**src/rtl/eq_limiter_pkg.sv**
```systemverilog
// eq_limiter_pkg: shared constants, FSM state type and helpers for the
// stereo output limiter (eq_out_limiter) and its per-channel multiplier.
package eq_limiter_pkg;

  localparam int          SAMPLE_W   = 32;        // width handled by abs_sat
  localparam int          NUM_LANES  = 2;         // lane 0 = left, lane 1 = right
  localparam logic [15:0] GAIN_UNITY = 16'h8000;  // 1.0 in Q1.15
  localparam logic [15:0] GAIN_MIN   = 16'h0100;  // attack floor

  typedef enum logic [2:0] {
    IDLE,
    PEAK,
    ENV,
    APPLY,
    OUT
  } lim_state_e;

  // |x| with the single unrepresentable case (-2^(W-1)) pinned to max positive.
  function automatic logic [SAMPLE_W-1:0] abs_sat(input logic [SAMPLE_W-1:0] x);
    if (x == {1'b1, {(SAMPLE_W-1){1'b0}}})
      return {1'b0, {(SAMPLE_W-1){1'b1}}};
    return x[SAMPLE_W-1] ? -x : x;
  endfunction

endpackage

```
**src/rtl/sat_mul_q15.sv**
```systemverilog
// sat_mul_q15: one channel of the limiter output stage.
//   y = (x * gain) >>> (GAIN_W-1), then clamped to [-THRESH, +THRESH].
// Ports:
//   x     in  DATA_W  signed sample
//   gain  in  GAIN_W  unsigned Q1.15 gain
//   y     out DATA_W  scaled and clamped sample
//   clip  out 1       clamp engaged (either rail)
module sat_mul_q15 #(
  parameter int                DATA_W = 32,
  parameter int                GAIN_W = 16,
  parameter logic [DATA_W-1:0] THRESH = 32'h4000_0000
) (
  input  logic [DATA_W-1:0] x,
  input  logic [GAIN_W-1:0] gain,
  output logic [DATA_W-1:0] y,
  output logic              clip
);

  // One spare bit so the unsigned gain stays positive inside a signed product.
  localparam int PW = DATA_W + GAIN_W + 1;

  logic signed [PW-1:0] prod, shifted, pos_lim, neg_lim;
  logic                 hi, lo;

  assign prod    = $signed({{(GAIN_W+1){x[DATA_W-1]}}, x}) *
                   $signed({{DATA_W{1'b0}}, 1'b0, gain});
  assign shifted = prod >>> (GAIN_W - 1);
  assign pos_lim = $signed({{(PW-DATA_W){1'b0}}, THRESH});
  assign neg_lim = -pos_lim;

  assign hi   = shifted > pos_lim;
  assign lo   = shifted < neg_lim;
  assign clip = hi | lo;
  assign y    = hi ? pos_lim[DATA_W-1:0] :
                lo ? neg_lim[DATA_W-1:0] : shifted[DATA_W-1:0];

endmodule

```
**src/rtl/eq_out_limiter.sv**
```systemverilog
// eq_out_limiter: stereo peak limiter between the equalizer outputs and the
// Audio_Controller write port. A shared gain envelope (fast attack, slow
// release) scales both channels, which are then hard-clamped to +/-THRESH.
// Each processed pair is written once, when out_allowed is high.
//
// Ports:
//   CLOCK_50     in   system clock
//   reset        in   synchronous, active-high
//   in_valid     in   equalizer pair available
//   l_in, r_in   in   DATA_W signed samples
//   in_ready     out  pair can be accepted (IDLE and no write this cycle)
//   out_allowed  in   controller audio_out_allowed
//   l_out, r_out out  processed samples, held until written
//   out_write    out  one-cycle write strobe
//   gain_mon     out  current Q1.15 gain
//   limiting     out  gain below unity (registered)
//   clip_count   out  16-bit saturating clamp-event count
//                     (only when LIMITER_CLIP_CNT_EN is defined)
//
// DATA_W and GAIN_W are tied to the package helper (32-bit abs_sat) and the
// 16-bit Q1.15 gain constants.
module eq_out_limiter
  import eq_limiter_pkg::*;
#(
  parameter int                DATA_W        = 32,
  parameter int                GAIN_W        = 16,
  parameter logic [DATA_W-1:0] THRESH        = 32'h4000_0000,
  parameter int                ATTACK_SHIFT  = 4,
  parameter int                RELEASE_SHIFT = 10
) (
  input  logic              CLOCK_50,
  input  logic              reset,
  input  logic              in_valid,
  input  logic [DATA_W-1:0] l_in,
  input  logic [DATA_W-1:0] r_in,
  output logic              in_ready,
  input  logic              out_allowed,
  output logic [DATA_W-1:0] l_out,
  output logic [DATA_W-1:0] r_out,
  output logic              out_write,
  output logic [GAIN_W-1:0] gain_mon,
  output logic              limiting
`ifdef LIMITER_CLIP_CNT_EN
  ,
  output logic [15:0]       clip_count
`endif
);

  localparam int PROD_W = DATA_W + GAIN_W;

  lim_state_e state_q, state_d;

  logic [NUM_LANES-1:0][DATA_W-1:0] samp_q, y;
  logic [NUM_LANES-1:0]             clip;
  logic [DATA_W-1:0]                abs_l, abs_r, peak_q;
  logic [GAIN_W-1:0]                gain_q, gain_old, gain_env, gain_dec, gain_inc;
  logic [PROD_W-1:0]                env_prod, scaled;
  logic                             accept;

  // A pair offered in the write cycle is refused; it gets in one cycle later.
  assign in_ready = (state_q == IDLE) && !out_write;
  assign accept   = in_ready && in_valid;
  assign gain_mon = gain_q;

  // ---------------- FSM ----------------
  always_ff @(posedge CLOCK_50) begin
    if (reset) state_q <= IDLE;
    else       state_q <= state_d;
  end

  always_comb begin
    state_d = state_q;
    case (state_q)
      IDLE:    if (accept) state_d = PEAK;
      PEAK:    state_d = ENV;
      ENV:     state_d = APPLY;
      APPLY:   state_d = OUT;
      OUT:     if (out_allowed) state_d = IDLE;
      default: state_d = IDLE;
    endcase
  end

  // ---------------- envelope ----------------
  assign abs_l = abs_sat(samp_q[0]);
  assign abs_r = abs_sat(samp_q[1]);

  always_comb begin
    env_prod = {{GAIN_W{1'b0}}, peak_q} * {{DATA_W{1'b0}}, gain_q};
    scaled   = env_prod >> (GAIN_W - 1);
    gain_dec = gain_q >> ATTACK_SHIFT;
    gain_inc = (GAIN_UNITY - gain_q) >> RELEASE_SHIFT;
    gain_env = gain_q;
    if (scaled > {{GAIN_W{1'b0}}, THRESH}) begin
      gain_env = gain_q - gain_dec;
      if (gain_env < GAIN_MIN) gain_env = GAIN_MIN;
    end else if (gain_q < GAIN_UNITY) begin
      // release step never rounds to zero, so unity is always reached
      gain_env = gain_q + ((gain_inc == '0) ? {{(GAIN_W-1){1'b0}}, 1'b1} : gain_inc);
    end
  end

  // ---------------- per-channel scale/clamp ----------------
  for (genvar i = 0; i < NUM_LANES; i++) begin : g_lane
    sat_mul_q15 #(
      .DATA_W (DATA_W),
      .GAIN_W (GAIN_W),
      .THRESH (THRESH)
    ) u_mul (
      .x    (samp_q[i]),
      .gain (gain_old),
      .y    (y[i]),
      .clip (clip[i])
    );
  end

  // ---------------- datapath ----------------
  always_ff @(posedge CLOCK_50) begin
    if (reset) begin
      samp_q    <= '0;
      peak_q    <= '0;
      gain_q    <= GAIN_UNITY;
      gain_old  <= GAIN_UNITY;
      l_out     <= '0;
      r_out     <= '0;
      out_write <= 1'b0;
      limiting  <= 1'b0;
    end else begin
      out_write <= 1'b0;
      case (state_q)
        IDLE:  if (accept) samp_q <= {r_in, l_in};
        PEAK:  peak_q <= (abs_l > abs_r) ? abs_l : abs_r;
        ENV: begin
          // outputs of this pair use the gain in force before the update
          gain_old <= gain_q;
          gain_q   <= gain_env;
          limiting <= (gain_env != GAIN_UNITY);
        end
        APPLY: begin
          l_out <= y[0];
          r_out <= y[1];
        end
        OUT:   if (out_allowed) out_write <= 1'b1;
        default: ;
      endcase
    end
  end

`ifdef LIMITER_CLIP_CNT_EN
  always_ff @(posedge CLOCK_50) begin
    if (reset)
      clip_count <= '0;
    else if (state_q == APPLY && (|clip) && clip_count != 16'hFFFF)
      clip_count <= clip_count + 16'd1;
  end
`else
  logic clip_unused;
  assign clip_unused = |clip;
`endif

endmodule

```
**config.mk**
```make
export PLATFORM = sky130hd
export DESIGN_NAME = eq_out_limiter
export DESIGN_NICKNAME = d
export VERILOG_FILES = /design/src/rtl/eq_limiter_pkg.sv /design/src/rtl/sat_mul_q15.sv /design/src/rtl/eq_out_limiter.sv
export SDC_FILE = /design/constraint.sdc
export NUM_CORES = 2
export LEC_CHECK = 0
export ABC_AREA = 1
export BUFFER_PORTS_ARGS = -buffer_cell sky130_fd_sc_hd__buf_2
export CAP_MARGIN = 25
export CORE_UTILIZATION = 55
export CTS_CLUSTER_SIZE = 28
export DETAILED_ROUTE_END_ITERATION = 10
export PLACE_DENSITY = 0.74
export SLEW_MARGIN = 30
export SYNTH_ARGS = -nofsm -noshare
export SYNTH_HDL_FRONTEND = slang
export SYNTH_HIERARCHICAL = 1
export SYNTH_SLANG_ARGS = --single-unit
```
**constraint.sdc**
```tcl
create_clock -name CLOCK_50 -period 6.8 [get_ports CLOCK_50]
set_input_delay 0.68 -clock CLOCK_50 [delete_from_list [all_inputs] [get_ports CLOCK_50]]
set_output_delay 0.68 -clock CLOCK_50 [all_outputs]
set_load 0.05 [all_outputs]
```
==> results.yml <==
placement:
  postPlaceCellArea_um2: 75300
  numPortBuffers: 150
  hpwl_um: 179000
  place_ws_ns: -0.315
  gp_congestion: 0.994
grt:
  grt_util_met1: 0.450
  grt_overflow: 0
  grt_pass1_vias: 63700
  use_met2: 0.554
  grt_antenna_before_repair: 6
  grt.total_usage: 0.343
  grt_pass1_wl_um: 340000
  busiest_layer: "met2"
  use_met3: 0.0683
  grt_max_degree: 95
timing:
  slew-limit-headroom: 0.266
  period_needed_ns: 6.82
  drv_slew: 0
  rsz0062_at_grt: "yes"
  tightest_slew_ns: 1.09
  setup_viol: 7
  timing.fmax_mhz: 147
  finalHoldViolations: 0
  setup_slack_ns: -0.0231
  final.setup_skew_ns: 0.0351
  finalCritPeriodShare: 1.00
synthesis:
  syn_area_um2: 69100
  yosysWarnings: 6
  syn_inst: 9807
  synthesis.nets: 11700
  synth.avg_cell_area_um2: 7.05
cts:
  path_clk_slew_ns: 0.10
  cts_buffers: 17
  clockRootBuffer: "clkbuf_16"
  htree_levels: 4
  cts_sinks: 197
  cts_tree: "built"
  clkLatencyLatePin_ns: 0.56
  ctsHoldBuffers: 0
  cts_buffer_depth: 2
worst_setup_path:
  crit_type: "register to register"
  crit_slowest_cell: "fa_1"
  end_kind: "register"
  start_kind: "register"
  max_stage_delay_ns: 0.56
  crit_fanout: 14
  reg2reg_depth: 31
  cp.required_ns: 7.27
  crit_top_cell: "fa_1"
  arrival_ns: 7.29
detailed_routing:
  drtIter0Drc: 5537
  wl_per_cell_um: 18.6
  drtPass1Iterations: 6
  viasPerCell: 5.28
  num_vias: 62500
  ant_nets: 0
  drc: 0
  routed_wl_um: 220000
die:
  dieArea_um2: 127000
  die-width_um: 356
  die_height_um: 356
  start_util: 0.557
  io_pins: 151
  row_count: 129
  coreArea_um2: 124000
finish:
  postLayoutCoreUtil: 0.634
  nFillCells: 10900
  syn2layout_area_growth_pct: 14.0
  final_design_area_no_fill_um2: 78700
  num-nets-final: 12000
  layout-drive-gt1-share: 0.140
power:
  peakVddDrop_mv: 0.675
  comb_power_share: 0.899
  switchingPower_mw: 20.1
  p_seq_frac: 0.067
  powerDensity_nw_per_um2: 434
  leakagePower_nw: 46.5
  internal_power_mw: 14.1
  switching_share: 0.589
  clock_power_share: 0.033
status:
  failed_checks: "negative setup slack"
  status: "complete, but fails checks"
min_path:
  hold_class: "input pin to register"
  holdPathStages: 3
run:
  cap_violations: 0
-- worst paths after layout --
path | startpoint | endpoint | slack, ns
worst max register to register | gain_old[8] | r_out[8] | -0.02
worst min register to register | peak_q[10] | peak_q[10] | 0.49
worst max-delay path | gain_old[8] | r_out[8] | -0.02
worst min-delay path | l_in[15] | samp_q[15] | 0.37
-- metrics by stage --
stage / power (mW) / setup TNS, ns / hold slack, ns / instances
after floorplan: 19.4 / 0 / 0.471 / 9807
after global placement: 30.2 / -5.65 / 0.493 / 11700
after detailed placement: 30.5 / -7.57 / 0.495 / 11700
after CTS: 32.0 / -0.0432 / 0.349 / 11800
after global routing: 37.1 / -15.14 / 0.370 / 11800
final: 34.2 / -0.0842 / 0.372 / 11800
-- cells in the final DEF, fill, tap and decap left out, drive strengths merged, types with 17 or more instances in the layout --
cell type and instances:
dfxtp 197, xor2 69, nor2 516, o21ai 253, nand3b 21, a21oi 371
buf 781, nor3 48, nand4 65, nand2 2893, clkbuf 36, inv 2800
xnor2 22, ha 399, clkinv 18, fa 1393, o21bai 21, nor4 17
nand3 206
-- registers in the layout (all words and copies together), names as in the netlist --
| signal | cells |
|---|---|
| gain_mon | 16 |
| gain_old | 16 |
| l_out | 32 |
| limiting | 1 |
| out_write | 1 |
| peak_q | 32 |
| r_out | 32 |
| samp_q | 64 |
| state_q | 3 |
-- power groups by stage --
stage	clock network, mW	logic, mW	registers (mW)
final	1.13	30.7	2.31
after global routing	1.18	33.6	2.32
after CTS	1.15	28.6	2.25
after detailed placement	0	28.2	2.27
after global placement	0	27.9	2.26
after floorplan	0	17.4	2.04
-- critical path: cells and delay by family, from the launching register on --
family                   cells  cell delay [ns]
buffers and inverters        9             1.11
AND/OR/NAND/NOR             11             1.33
flip-flops                   1             0.35
AO/OA/AOI/OAI                4             0.59
adder cells (fa/ha/maj)      7             3.35
-- repair_timing --
action                                  in CTS  in global routing
gates resized for setup                     44                476
pin swaps                                    1                139
cloned                                       1                 20
endpoints found under the setup margin      58                 77
setup buffers                               11                 36
-- layout make-up --
cell class              instances  area, µm²  area share
diodes                          2       5.00   0.0000636
multi-input cells            6360      54400       0.690
clock inverters                14        161     0.00205
inverters                    2805      10500       0.134
flip-flops and latches        197       4100      0.0521
repair buffers                799       7090      0.0901
clock buffers                  18        429     0.00545
well taps                    1637       2050      0.0260
-- routing by layer --
metal  wire, µm  part of all wire  up-vias
met1      86300              0.39    30300
li1           -                 -    28700
met3      21700             0.099      592
met5          0                 0        -
met2     100000              0.46     2881
met4      11600             0.053        0
Power figures use the tool's default switching activity.
